$ cat config.mk
export PLATFORM = sky130hd
export DESIGN_NAME = text_overlay
export DESIGN_NICKNAME = d
export VERILOG_FILES = /design/src/rtl/text_overlay_pkg.sv /design/src/rtl/ascii_rom.sv /design/src/rtl/text_overlay_buf.sv /design/src/rtl/text_overlay.sv
export SDC_FILE = /design/constraint.sdc
export NUM_CORES = 1
export LEC_CHECK = 0
export CAP_MARGIN = 20
export CORE_MARGIN = 10
export CORE_UTILIZATION = 40
export CTS_CLUSTER_DIAMETER = 60
export DETAILED_ROUTE_END_ITERATION = 7
export PLACE_DENSITY_LB_ADDON = 0.2
export SLEW_MARGIN = 20
export SYNTH_ARGS = -nofsm -noshare
export SYNTH_HDL_FRONTEND = slang
export SYNTH_SLANG_ARGS = --single-unit
export TNS_END_PERCENT = 1
$ cat constraint.sdc
create_clock -name clk_i -period 4.13 [get_ports clk_i]
set_input_delay 0.413 -clock clk_i [delete_from_list [all_inputs] [get_ports clk_i]]
set_output_delay 0.413 -clock clk_i [all_outputs]
set_load 0.1 [all_outputs]
$ cat src/rtl/text_overlay_pkg.sv
// Shared constants and types for the text overlay renderer.
// Glyph geometry, the clear fill value and the control FSM states live here.
package text_overlay_pkg;

  localparam int GLYPH_W = 8;
  localparam int GLYPH_H = 16;

  localparam logic [5:0] SPACE_CODE = 6'd37;

  localparam int ATTR_BLINK = 6;
  localparam int ATTR_INV   = 7;

  localparam logic [7:0] CLEAR_CELL = {2'b00, SPACE_CODE};

  typedef enum logic {
    ST_IDLE,
    ST_CLEAR
  } state_e;

endpackage

$ cat src/rtl/ascii_rom.sv
// Glyph ROM: 64 codes x 16 rows x 8 pixels, addressed as {code, glyph_row}.
// Purely combinational; callers register the result. Bit 7 is the leftmost pixel.
module ascii_rom (
  input  logic [9:0] addr_i,
  output logic [7:0] data_o
);

  always_comb begin
    data_o = 8'h00;
    case (addr_i)
      {6'd11, 4'd0}:  data_o = 8'h18;
      {6'd11, 4'd1}:  data_o = 8'h3C;
      {6'd11, 4'd2}:  data_o = 8'h66;
      {6'd11, 4'd3}:  data_o = 8'h66;
      {6'd11, 4'd4}:  data_o = 8'h66;
      {6'd11, 4'd5}:  data_o = 8'h7E;
      {6'd11, 4'd6}:  data_o = 8'h7E;
      {6'd11, 4'd7}:  data_o = 8'h66;
      {6'd11, 4'd8}:  data_o = 8'h66;
      {6'd11, 4'd9}:  data_o = 8'h66;
      {6'd11, 4'd10}: data_o = 8'h66;
      {6'd11, 4'd11}: data_o = 8'h66;
      {6'd12, 4'd0}:  data_o = 8'h7C;
      {6'd12, 4'd1}:  data_o = 8'h66;
      {6'd12, 4'd2}:  data_o = 8'h66;
      {6'd12, 4'd3}:  data_o = 8'h66;
      {6'd12, 4'd4}:  data_o = 8'h7C;
      {6'd12, 4'd5}:  data_o = 8'h7C;
      {6'd12, 4'd6}:  data_o = 8'h66;
      {6'd12, 4'd7}:  data_o = 8'h66;
      {6'd12, 4'd8}:  data_o = 8'h66;
      {6'd12, 4'd9}:  data_o = 8'h66;
      {6'd12, 4'd10}: data_o = 8'h7C;
      default:        data_o = 8'h00;
    endcase
  end

endmodule

$ cat src/rtl/text_overlay_buf.sv
// Single-port character cell buffer with synchronous read and write.
// A write claims the shared address; the read data that cycle is the old cell contents.
module text_overlay_buf #(
  parameter int DEPTH = 64,
  parameter int AW    = 6
) (
  input  logic          clk_i,
  input  logic          we_i,
  input  logic [AW-1:0] waddr_i,
  input  logic [AW-1:0] raddr_i,
  input  logic [7:0]    wdata_i,
  output logic [7:0]    rdata_o
);

  logic [7:0]    mem_q [DEPTH];
  logic [7:0]    rdata_q;
  logic [AW-1:0] addr;

  assign addr    = we_i ? waddr_i : raddr_i;
  assign rdata_o = rdata_q;

  always_ff @(posedge clk_i) begin
    if (we_i) begin
      mem_q[addr] <= wdata_i;
    end
    rdata_q <= mem_q[addr];
  end

endmodule

$ cat src/rtl/text_overlay.sv
// Writable ROWS x COLS text window with pixel scaling and blink/inverse attributes.
// Two-stage pixel pipeline: cell buffer read, then glyph lookup and colour select.
module text_overlay
  import text_overlay_pkg::*;
#(
  parameter int                    COLOR_BITS     = 24,
  parameter int                    COLS           = 16,
  parameter int                    ROWS           = 4,
  parameter int                    SCALE_LOG2     = 1,
  parameter int                    ORIGIN_X       = 64,
  parameter int                    ORIGIN_Y       = 128,
  parameter logic [COLOR_BITS-1:0] FG_COLOR       = 24'h000000,
  parameter logic [COLOR_BITS-1:0] BG_COLOR       = 24'hE0E0E0,
  parameter int                    BLINK_LOG2     = 5,
  parameter bit                    CLEAR_ON_RESET = 1'b1,
  localparam int                   CELLS          = ROWS * COLS,
  localparam int                   AW             = (CELLS > 1) ? $clog2(CELLS) : 1,
  localparam int                   CB             = COLOR_BITS / 3
) (
  input  logic          clk_i,
  input  logic          reset_i,
  input  logic [9:0]    hpos_i,
  input  logic [9:0]    vpos_i,
  input  logic          wr_valid_i,
  output logic          wr_ready_o,
  input  logic [AW-1:0] wr_addr_i,
  input  logic [7:0]    wr_data_i,
  input  logic          clear_i,
  output logic          busy_o,
  output logic          wr_err_o,
  output logic          active_o,
  output logic [CB-1:0] menu_blue_o,
  output logic [CB-1:0] menu_green_o,
  output logic [CB-1:0] menu_red_o
);

  localparam int WIN_W = (COLS * GLYPH_W) << SCALE_LOG2;
  localparam int WIN_H = (ROWS * GLYPH_H) << SCALE_LOG2;

  state_e        state_q, state_d;
  logic [AW-1:0] clr_idx_q, clr_idx_d;

  logic [9:0]    dx, dy, col, row;
  logic          in_win;
  logic [AW-1:0] rd_addr;
  logic [3:0]    grow;
  logic [2:0]    bit_idx;

  logic          accept, in_range;
  logic          buf_we;
  logic [AW-1:0] buf_waddr;
  logic [7:0]    buf_wdata;
  logic [7:0]    cell_rd;

  logic [BLINK_LOG2:0]   blink_q, blink_d;
  logic                  wr_err_q, wr_err_d;
  logic [3:0]            s1_grow_q, s1_grow_d;
  logic [2:0]            s1_bit_q, s1_bit_d;
  logic                  s1_win_q, s1_win_d;
  logic [COLOR_BITS-1:0] colour_q, colour_d;
  logic                  active_q, active_d;

  logic [9:0] rom_addr;
  logic [7:0] rom_data;
  logic       pix_on;

  // Window test and cell/glyph coordinates for the current beam position
  always_comb begin
    dx      = hpos_i - 10'(ORIGIN_X);
    dy      = vpos_i - 10'(ORIGIN_Y);
    in_win  = (int'(hpos_i) >= ORIGIN_X) && (int'(dx) < WIN_W) &&
              (int'(vpos_i) >= ORIGIN_Y) && (int'(dy) < WIN_H);
    col     = dx >> (3 + SCALE_LOG2);
    row     = dy >> (4 + SCALE_LOG2);
    rd_addr = in_win ? (AW'(row) * AW'(COLS) + AW'(col)) : '0;
    grow    = dy[SCALE_LOG2 +: 4];
    bit_idx = ~dx[SCALE_LOG2 +: 3];
  end

  always_ff @(posedge clk_i or negedge reset_i) begin
    if (!reset_i) begin
      state_q   <= CLEAR_ON_RESET ? ST_CLEAR : ST_IDLE;
      clr_idx_q <= '0;
    end else begin
      state_q   <= state_d;
      clr_idx_q <= clr_idx_d;
    end
  end

  always_comb begin
    state_d   = state_q;
    clr_idx_d = clr_idx_q;
    case (state_q)
      ST_IDLE: begin
        if (clear_i) begin
          state_d   = ST_CLEAR;
          clr_idx_d = '0;
        end
      end
      ST_CLEAR: begin
        if (clr_idx_q == AW'(CELLS - 1)) begin
          state_d   = ST_IDLE;
          clr_idx_d = '0;
        end else begin
          clr_idx_d = clr_idx_q + 1'b1;
        end
      end
      default: state_d = ST_IDLE;
    endcase
  end

  // Writes are only granted while the pipeline is not reading the single buffer port
  always_comb begin
    busy_o     = (state_q == ST_CLEAR);
    wr_ready_o = (state_q == ST_IDLE) && !clear_i && !in_win;
    accept     = wr_valid_i && wr_ready_o;
    in_range   = int'(wr_addr_i) < CELLS;
    buf_we     = 1'b0;
    buf_waddr  = wr_addr_i;
    buf_wdata  = wr_data_i;
    if (busy_o) begin
      buf_we    = 1'b1;
      buf_waddr = clr_idx_q;
      buf_wdata = CLEAR_CELL;
    end else if (accept && in_range) begin
      buf_we = 1'b1;
    end
  end

  text_overlay_buf #(
    .DEPTH (CELLS),
    .AW    (AW)
  ) u_buf (
    .clk_i   (clk_i),
    .we_i    (buf_we),
    .waddr_i (buf_waddr),
    .raddr_i (rd_addr),
    .wdata_i (buf_wdata),
    .rdata_o (cell_rd)
  );

  assign rom_addr = {cell_rd[5:0], s1_grow_q};

  ascii_rom u_rom (
    .addr_i (rom_addr),
    .data_o (rom_data)
  );

  always_comb begin
    blink_d   = blink_q + ((hpos_i == 10'd0 && vpos_i == 10'd0) ? 1'b1 : 1'b0);
    wr_err_d  = wr_err_q | (accept && !in_range);
    s1_grow_d = grow;
    s1_bit_d  = bit_idx;
    s1_win_d  = in_win;

    pix_on = rom_data[s1_bit_q];
    if (cell_rd[ATTR_BLINK] && blink_q[BLINK_LOG2]) begin
      pix_on = 1'b0;
    end
    if (cell_rd[ATTR_INV]) begin
      pix_on = !pix_on;
    end
    colour_d = (s1_win_q && pix_on) ? FG_COLOR : BG_COLOR;
    active_d = s1_win_q;
  end

  always_ff @(posedge clk_i or negedge reset_i) begin
    if (!reset_i) begin
      blink_q   <= '0;
      wr_err_q  <= 1'b0;
      s1_grow_q <= '0;
      s1_bit_q  <= '0;
      s1_win_q  <= 1'b0;
      colour_q  <= '0;
      active_q  <= 1'b0;
    end else begin
      blink_q   <= blink_d;
      wr_err_q  <= wr_err_d;
      s1_grow_q <= s1_grow_d;
      s1_bit_q  <= s1_bit_d;
      s1_win_q  <= s1_win_d;
      colour_q  <= colour_d;
      active_q  <= active_d;
    end
  end

  assign wr_err_o     = wr_err_q;
  assign active_o     = active_q;
  assign menu_blue_o  = colour_q[3*CB-1:2*CB];
  assign menu_green_o = colour_q[2*CB-1:CB];
  assign menu_red_o   = colour_q[CB-1:0];

endmodule

## After elaboration in Yosys (flattened, before gate mapping)

Memories as Yosys holds them, arrays and structs flattened. A register that Yosys moved wholly into a read port is not among the register bits.
Cells that the tools add are included.

- Register bits: 46
- Latch bits: 0
- RAM bits: 512
- ROM bits: 0
- Bits of input ports: 38
- Output and inout port bits: 28
- Logic and storage cells: 84
- Memories kept: 1

- $add $sub $neg: 5
- $mul: 0
- Divide/modulo/power cells: 0
- Magnitude comparators: 5
- Equality and inequality tests: 25
- Shifts and indexed selects: 0
- Mux-type cells: 21
- Bitwise gates (word level): 2
- Reductions and logical operators: 17

Memory list:

| name | words | bits a word | read ports | clocked after Yosys merged registers in | write ports | RTL line | RTL |
|---|---|---|---|---|---|---|---|
| u_buf.mem_q | 64 | 8 | 1 | 1 | 1 | text_overlay_buf.sv:15 | `logic [7:0] mem_q [DEPTH];` |

Operators with widths:

| operator | count |
|---|---|
| $eq A10 B8 Y1 const B | 23 |
| $pmux W7 S5 | 1 |
| $mux W6 | 5 |
| $mux W24 | 1 |
| $logic_not A10 Y1 | 2 |
| $reduce_or A15 Y1 | 1 |
| $pmux W6 S2 | 1 |
| $ge A10 B7 Y1 const B | 1 |
| $ge A10 B8 Y1 const B | 1 |
| $lt A10 B8 Y1 const B | 1 |
| $lt A10 B9 Y1 const B | 1 |
| $mux W1 | 10 |
| $sub A10 B7 Y10 const B | 1 |
| $sub A10 B8 Y10 const B | 1 |
| $logic_and A1 B1 Y1 | 9 |
| $mux W8 | 1 |
| $add A6 B1 Y6 | 1 |
| $add A6 B1 Y6 const B | 1 |
| $add A6 B6 Y6 | 1 |
| $eq A6 B6 Y1 const B | 1 |
| $lt A3 B4 Y1 const B | 1 |
| $reduce_or A4 Y1 | 1 |
| $bmux W1 S3 | 1 |
| $logic_not A1 Y1 | 3 |
| other kinds (5) | 5 |

## Longest topological paths before layout

Gate-level depths: netlist of the first run.

- Depth after elaboration: 12
- Depth in mapped cells: 15
- Gate-level depth less buffers: 12

## Modules after synthesis

From an unflattened synthesis of the first run, not the netlist that was laid out.

- Cell total of the unflattened synthesis: 1,272
- Area, all modules: 20,992.6 µm²

Modules (own cells, without submodules):

| module | times used | cells each | area an instance (µm²) |
|---|---|---|---|
| text_overlay_buf | 1 | 1,087 | 19,277.2 |
| text_overlay | 1 | 150 | 1,448.9 |
| ascii_rom | 1 | 35 | 266.5 |

## Worst setup path before layout of the first run

Ideal clock, no wire load.

- Kind: input -> output
- Start point: input port hpos_i[6]
- End point: output port wr_ready_o
- Data arrival time: 3.286 ns
- Required time: 3.717 ns
- Path slack: 0.431 ns
- Cell stages on the path: 7
- Path buffers: 0
- Path through: inv_1 > ha_1 > xor2_1 > nor3_4 > nand2_2 > inv_2 > nor3_1

- Longest elaborated chain between the ends: 7

Ends and longest elaborated chain:

| what | RTL line | RTL |
|---|---|---|
| start, declared | text_overlay.sv:22 | `input logic [9:0] hpos_i,` |
| $sub A10 B7 Y10 | text_overlay.sv:69 | `dx = hpos_i - 10'(ORIGIN_X);` |
| $lt A10 B9 Y1 | text_overlay.sv:71 | `in_win = (int'(hpos_i) >= ORIGIN_X) && (int'(dx) < WIN_W) &&` |
| $logic_and A1 B1 Y1 * (2 in a row) | text_overlay.sv:71 |  |
| $logic_and A1 B1 Y1 * | text_overlay.sv:72 | `(int'(vpos_i) >= ORIGIN_Y) && (int'(dy) < WIN_H);` |
| net in_win | text_overlay.sv:44 | `logic in_win;` |
| $logic_not A1 Y1 * | text_overlay.sv:115 | `wr_ready_o = (state_q == ST_IDLE) && !clear_i && !in_win;` |
| $logic_and A1 B1 Y1 * | text_overlay.sv:115 |  |
| end, declared | text_overlay.sv:25 | `output logic wr_ready_o,` |

The timed path passes the listed nets; every way through them passes the cells marked *.

## Worst setup path after layout of the first run

- Start point: input port hpos_i[6]
- End point: register u_buf.rdata_q[0], in the netlist u_buf.rdata_o[0] (read register of u_buf.mem_q)

- Longest elaborated chain between the ends: 11

Ends and longest elaborated chain:

| what | RTL line | RTL |
|---|---|---|
| $sub A10 B7 Y10 | text_overlay.sv:69 |  |
| $lt A10 B9 Y1 | text_overlay.sv:71 |  |
| $logic_and A1 B1 Y1 (2 in a row) | text_overlay.sv:71 |  |
| $logic_and A1 B1 Y1 | text_overlay.sv:72 |  |
| $logic_not A1 Y1 | text_overlay.sv:115 |  |
| $logic_and A1 B1 Y1 | text_overlay.sv:115 |  |
| $logic_and A1 B1 Y1 | text_overlay.sv:116 | `accept = wr_valid_i && wr_ready_o;` |
| $mux W1 | text_overlay.sv:125 | `end else if (accept && in_range) begin` |
| $mux W1 | text_overlay.sv:121 | `if (busy_o) begin` |
| $mux W6 * | text_overlay_buf.sv:19 | `assign addr = we_i ? waddr_i : raddr_i;` |
| end, declared | text_overlay_buf.sv:16 | `logic [7:0] rdata_q;` |

Every way passes the cells marked *; elsewhere a longest branch is shown, timed or not.
A chain may end at the register's enable or synchronous reset.

==> run metrics, run 1 <==
status=finished, final reports clean; Non-Filler Instances=2,300; Clock Skew=about 14 ps; GRT Total Usage=0.176; Yosys cell types=70; final setup vio count=0; grt total ovfl=0; Max-slew headroom=0.288; DRT Pass-1 Iters=5; total CTS buffers=54; Ports=between 60 and 70; CP max FO=6; CTS tree=done; root buf cell=clkbuf_16; # clock sinks=approximately 540; Avg Vias per Cell=approximately 5.6; Layout area overhead=20.4%; Gate Count Post-Synth=between 1,000 and 1,500; final count of hold timing violations=0; pwr/cell area=roughly 680 nW/um^2; share of cells above drive strength 1=0.238; drt wl/cell=24.6 microns; vias after detailed routing=~13,000; final hold slack=slightly above 300 ps; setup bufs post-CTS=0; Max VDD drop=~0.29 mV; Antenna Violating Nets Remaining=0; row cnt=85; Worst Tran Pin Value=around 1100 ps; HPWL after detailed placement=between 30 and 40 mm; setup TNS=0 ps; Longest Clk Path Bufs=3; nets=1,604; post-layout minimum cycle time=roughly 3900 ps; Slew Viols, Final=0; vias in the first global route=roughly 13,000; Critical Path RT=between 4000 and 5000 ps; worst min-delay path class=in -> reg; H-Tree Depth=2; final wirelength=around 57 mm; crit start category=input pin; prevailing post-synth register cell=edfxtp_1; number of instances in the placed design=2,198; antenna cells=0; critical path's largest stage delay=620 ps; max_cap viols=0; die height=255 microns; Reg2Reg Setup Slack=slightly below 600 ps; FMAX=about 260 MHz; most frequent CP cell=buf_4; register bit count reported by yosys=543; initial core utilization=0.406; average size of a mapped cell=16.4 sq um; DIE AREA=between 60,000 and 70,000 sq um; clock transition at the registers of the reported paths=roughly 60 ps; Area contributors post-synth=edfxtp_1 (70%), mux4_2 (6.8%), dfrtp_1 (2.5%), nand3_1 (2.1%), mux2i_1 (2.1%); initial antenna violation count=1; Netlist Area Pre-Place=around 22,000 sq um; first-pass GRT wire length=84.5 mm; Synth warnings=0; CP max-delay cell=a2111oi_0; CP Capture Type=register; Core Box Area=between 50,000 and 60,000 sq um; Synth top area share=0.699; PortBufs=a little under 50; worst setup path class=in -> reg; area leader, netlist=edfxtp_1; Critical Path, Cell by Cell=clkdlybuf4s50_1, inv_1, ha_1, xor2_1, or3_4, o41ai_1, buf_4, a21oi_1, nand3_1, buf_4, buf_4, a211oi_1, a2111oi_0, buf_4, a22oi_1, or3_1; clk_lat worst skew=~600 ps; die width=approximately 250 microns; GP Congestion=0.850; residual DRC count=0; fin crit share=0.942; Async S/R FF share, synth=0.0424; RSZ-0062 raised after global routing=no; number of synthesized flops with an enable pin=about 510; Iteration-0 DRC Markers=1,195; pin count of the biggest net entering global routing=65; sequential-to-total area share from yosys stat=0.732; Critical Path AT=around 4400 ps; fillcell total=between 4,000 and 5,000; Pleak=0.00892 uW
[placed cells by master, fill, tap and decap left out, types with 6 or more instances in the layout]
master,Yosys,layout
mux4_2,66,66
a31oi_1,6,6
nor4_1,7,7
dfxtp_1,8,8
edfxtp_1,512,512
buf_4,30,178
o211ai_1,22,22
a221oi_1,18,17
clkbuf_16,0,57
nand3_1,94,94
nor3_1,8,6
conb_1,1,16
inv_1,13,13
a211oi_1,48,48
clkinv_1,0,9
nor2_1,92,92
and3_1,30,30
bufinv_16,0,6
or3_1,6,6
clkdlybuf4s50_1,0,47
a21oi_1,20,20
dfrtp_1,22,22
nand2_1,99,99
o21ai_0,9,9
xnor2_1,8,8
a22oi_1,13,13
a32oi_1,14,14
ha_1,7,7
clkinv_2,0,11
mux2i_1,46,46
buf_12,0,14
clkbuf_1,35,6
[layer usage]
metal,share of wire,GRT usage,vias to the layer above,wire length [microns]
met1,0.44,0.242,6555,24800
met5,0.00021,0,-,12
met4,0.027,0.0559,2,1540
li1,-,-,5742,-
met3,0.067,0.0350,90,3820
met2,0.47,0.277,408,26500
[worst paths after layout]
path | start | endpoint | cells past startpoint
max | hpos_i[6] | u_buf.rdata_o[0]$_DFF_P_ | 16
min | vpos_i[1] | s1_grow_q[0]$_DFF_PN0_ | 1
max reg2reg | busy_o$_DFF_PN1_ | u_buf.rdata_o[0]$_DFF_P_ | 11
min reg2reg | active_d$_DFF_PN0_ | active_o$_DFF_PN0_ | 0
max in group asynchronous | reset_i | busy_o$_DFF_PN1_ | 2
min in group asynchronous | reset_i | clr_idx_q[5]$_DFFE_PN0P_ | 2
[Yosys cell counts (all sizes together) (4+ instances only)]
cell,count
a2111oi,7
a211oi,48
a21oi,21
a221oi,19
a22oi,13
a31oi,7
a32oi,14
and2,5
and3,30
buf,62
clkbuf,35
dfrtp,22
dfxtp,8
edfxtp,512
ha,7
inv,15
mux2i,46
mux4,66
nand2,101
nand3,95
nor2,92
nor2b,8
nor3,10
nor4,7
o211ai,22
o21ai,11
or2,4
or3,7
xnor2,8
xor2,4
[worst max-delay path: cells and delay by family]
family	cells	cell delay (ps)
and+or+nand+nor	3	950
AOI/OAI and AO/OA	5	1300
adders and majority gates	1	200
buffers and inverters	6	1310
xor gates and xnor gates	1	190
[repair_timing]
| item | 4_1_cts | 5_1_grt |
|---|---|---|
| hold buffers | 0 | 1 |
| setup endpoints to repair | 0 | 1 |
| hold endpoints to repair | 0 | 22 |
| resized for setup | 0 | 1 |
[where the power goes]
group          internal (uW)  switching [uW]
Clock                   2970            2080
Sequential              6480             143
Combinational           2610            3720
Total                  12000            5940
[registers in the layout (all words and copies together) (netlist names)]
signal         flops
active_d           1
active_o           1
blink_q            6
busy_o             1
clr_idx_q          6
colour_q           1
s1_bit_q           3
s1_grow_q          4
u_buf.mem_q      512
u_buf.rdata_o      8
[cells by family after synthesis]
family / after synthesis / share of synthesized area
other: 1 / 0.000170
xor gates and xnor gates: 12 / 0.00478
DFF: 543 / 0.732
AOI/OAI and AO/OA: 183 / 0.0634
and+or+nand+nor: 370 / 0.0795
muxes: 115 / 0.0900
adders and majority gates: 7 / 0.00398
buffers and inverters: 112 / 0.0259
[per-stage QoR]
step | utilization | setup WS, ps | total power [uW] | cell area, sq um
final | 0.489 | 241 | 18000 | 26500
after global routing | 0.489 | 142 | 18800 | 26500
after CTS | 0.489 | 105 | 18200 | 26500
after detailed placement | 0.455 | -496 | 13100 | 24600
after global placement | 0.454 | -706 | 13000 | 24600
after floorplan | - | 431 | 10300 | 22100
[layout make-up]
| type | count | area, sq um | area share |
|---|---|---|---|
| clock buffer | 67 | 1500 | 0.0568 |
| clock inverter | 34 | 344 | 0.0130 |
| inverter | 15 | 56.3 | 0.00213 |
| multi-input combinational | 703 | 5470 | 0.207 |
| sequential | 543 | 16100 | 0.608 |
| tap | 696 | 871 | 0.0329 |
| timing repair buffer | 242 | 2130 | 0.0804 |
Note: power is estimated with default switching activity, not from simulation.
==> run 2, diff against run 1 <==
CTS_CLUSTER_SIZE = 30   (was default)
==> run metrics, run 2 (synthesized netlist as in run 1, its figures left out) <==
number of instances in the placed design=approximately 2,200; clock transition at the registers of the reported paths=80 ps; switching portion of total power=0.349; HPWL after detailed placement=about 37 mm; Max VDD drop=roughly 0.26 mV; routed wl met2=between 20 and 30 mm; grt total ovfl=0; setup TNS=0 ps; Reg2Reg Setup Slack=roughly 600 ps; DIE AREA=approximately 65,000 sq um; Non-Filler Instances=2,262; met1 wire length=roughly 25 mm; DRT Pass-1 Iters=5; GRT Total Usage=0.174; Ports=66; Pleak=roughly 0.0086 uW; Critical Path RT=4580 ps; Internal=~11,000 uW; Layout area overhead=17.6%; post-layout minimum cycle time=around 3800 ps; Max-slew headroom=0.305; Worst Tran Pin Value=approximately 1000 ps; design area=25,900 sq um; Antenna Violating Nets Remaining=0; fin util=0.478; most frequent CP cell=buf_4; root buf cell=clkbuf_16; Comb power frac=0.377; final count of hold timing violations=0; share of cells above drive strength 1=0.226; Clock Skew=between 20 and 25 ps; Iteration-0 DRC Markers=1,067; initial core utilization=0.406; clk_lat worst skew=roughly 570 ps; CTS tree=done; fin crit share=0.932; Max Used Layer=met5; Slew Viols, Final=0; Core Box Area=~54,000 sq um; Top reg by flops=u_buf.mem_q; WL met3=about 3.6 mm; CP max FO=6; vias in the first global route=12,700; CP max-delay cell=a2111oi_2; status=finished, final reports clean; final wirelength=about 56 mm; max FFs per register=approximately 510; drt wl/cell=24.9 microns; final setup vio count=0; # clock sinks=~540; residual DRC count=0; GP Congestion=0.850; setup bufs post-CTS=0; die width=approximately 250 microns; crit start category=input pin; nets=around 1,600; Flop pwr share=0.393; initial antenna violation count=1; Critical Path, Cell by Cell=clkdlybuf4s50_1, inv_1, ha_1, xor2_1, or3_4, o41ai_1, buf_4, a21oi_1, nand3_1, buf_4, buf_4, a211oi_1, a2111oi_2, buf_4, a22oi_1, or3_1; H-Tree Depth=2; RSZ-0062 raised after global routing=no; critical path's largest stage delay=610 ps; die height=approximately 250 microns; final hold slack=334 ps; FMAX=approximately 260 MHz; PortBufs=49; Longest Clk Path Bufs=3; CP Capture Type=register; clock network power share=0.229; switching pwr=just under 6000 uW; pin count of the biggest net entering global routing=between 60 and 70; most common cell after layout, fill and taps aside=edfxtp_1; Critical Path AT=between 4000 and 5000 ps; vias after detailed routing=around 13,000; worst setup path class=in -> reg; max_cap viols=0; commonest non-fill, non-tap cells in the layout=edfxtp_1 (512), buf_4 (178), nand2_1 (99), nand3_1 (94), nor2_1 (92); row cnt=85; total CTS buffers=36; pwr/cell area=649 nW/um^2; Avg Vias per Cell=5.59; placed cell areas=between 20,000 and 25,000 sq um; first-pass GRT wire length=approximately 84 mm; worst min-delay path class=in -> reg
[run 2: cell count changes in the layout (fill, tap and decap cells not counted), moves of 2 or more]
| cell | previous run | this run |
|---|---|---|
| clkbuf_1 | 6 | 1 |
| inv_8 | 0 | 2 |
| bufinv_16 | 6 | 2 |
| clkinv_8 | 1 | 3 |
| clkinv_2 | 11 | 2 |
| inv_16 | 0 | 2 |
| clkbuf_8 | 4 | 0 |
| clkinv_1 | 9 | 2 |
| clkbuf_16 | 57 | 37 |
[run 2: stage by stage]
stage          total power [uW]  setup slack [ps]
2_1_floorplan             10300               431
5_1_grt                   17600               107
4_1_cts                   16900              68.0
6_report                  16800               282
3_5_place_dp              13100              -496
3_3_place_gp              13000              -706
[run 2: power by group through the flow]
stage | Sequential, uW | Clock (uW) | Combinational (uW)
3_5_place_dp | 6730 | 0 | 6350
5_1_grt | 6640 | 4170 | 6790
3_3_place_gp | 6720 | 0 | 6300
4_1_cts | 6610 | 3950 | 6390
2_1_floorplan | 6690 | 0 | 3640
6_report | 6610 | 3860 | 6340
[run 2: final timing paths]
check,start,to,depth (start not counted)
min in group asynchronous,reset_i,clr_idx_q[1]$_DFFE_PN0P_,2
worst min register to register,active_d$_DFF_PN0_,active_o$_DFF_PN0_,0
worst max-delay path,hpos_i[6],u_buf.rdata_o[1]$_DFF_P_,16
max in group asynchronous,reset_i,active_d$_DFF_PN0_,2
worst min-delay path,vpos_i[3],s1_grow_q[2]$_DFF_PN0_,1
worst max register to register,busy_o$_DFF_PN1_,u_buf.rdata_o[0]$_DFF_P_,11
[run 2: critical path: cells and delay by family]
family          cells  cell delay [ps]
buf+inv             6             1280
compound gates      5             1280
simple gates        3              940
fa+ha+maj           1              200
xor+xnor            1              190
[run 2: timing repair]
action | CTS | global route
hold buffers | 0 | 1
endpoints found under the hold margin | 0 | 22
setup endpoints to repair | 0 | 1
resized for setup | 0 | 1
[run 2: layout make-up]
class | count | area, sq um
tap | 696 | 871
multi-input combinational | 703 | 5470
sequential | 543 | 16100
inverter | 15 | 56.3
antenna | 1 | 2.50
fill | 4548 | 28300
clock inverter | 24 | 312
timing repair buffer | 242 | 2130
clock buffer | 38 | 930
[run 2: metal layers]
metal	GRT usage	vias up
li1	-	5692
met1	0.240	6467
met3	0.0336	84
met5	0	-
met4	0.0515	2
met2	0.277	393
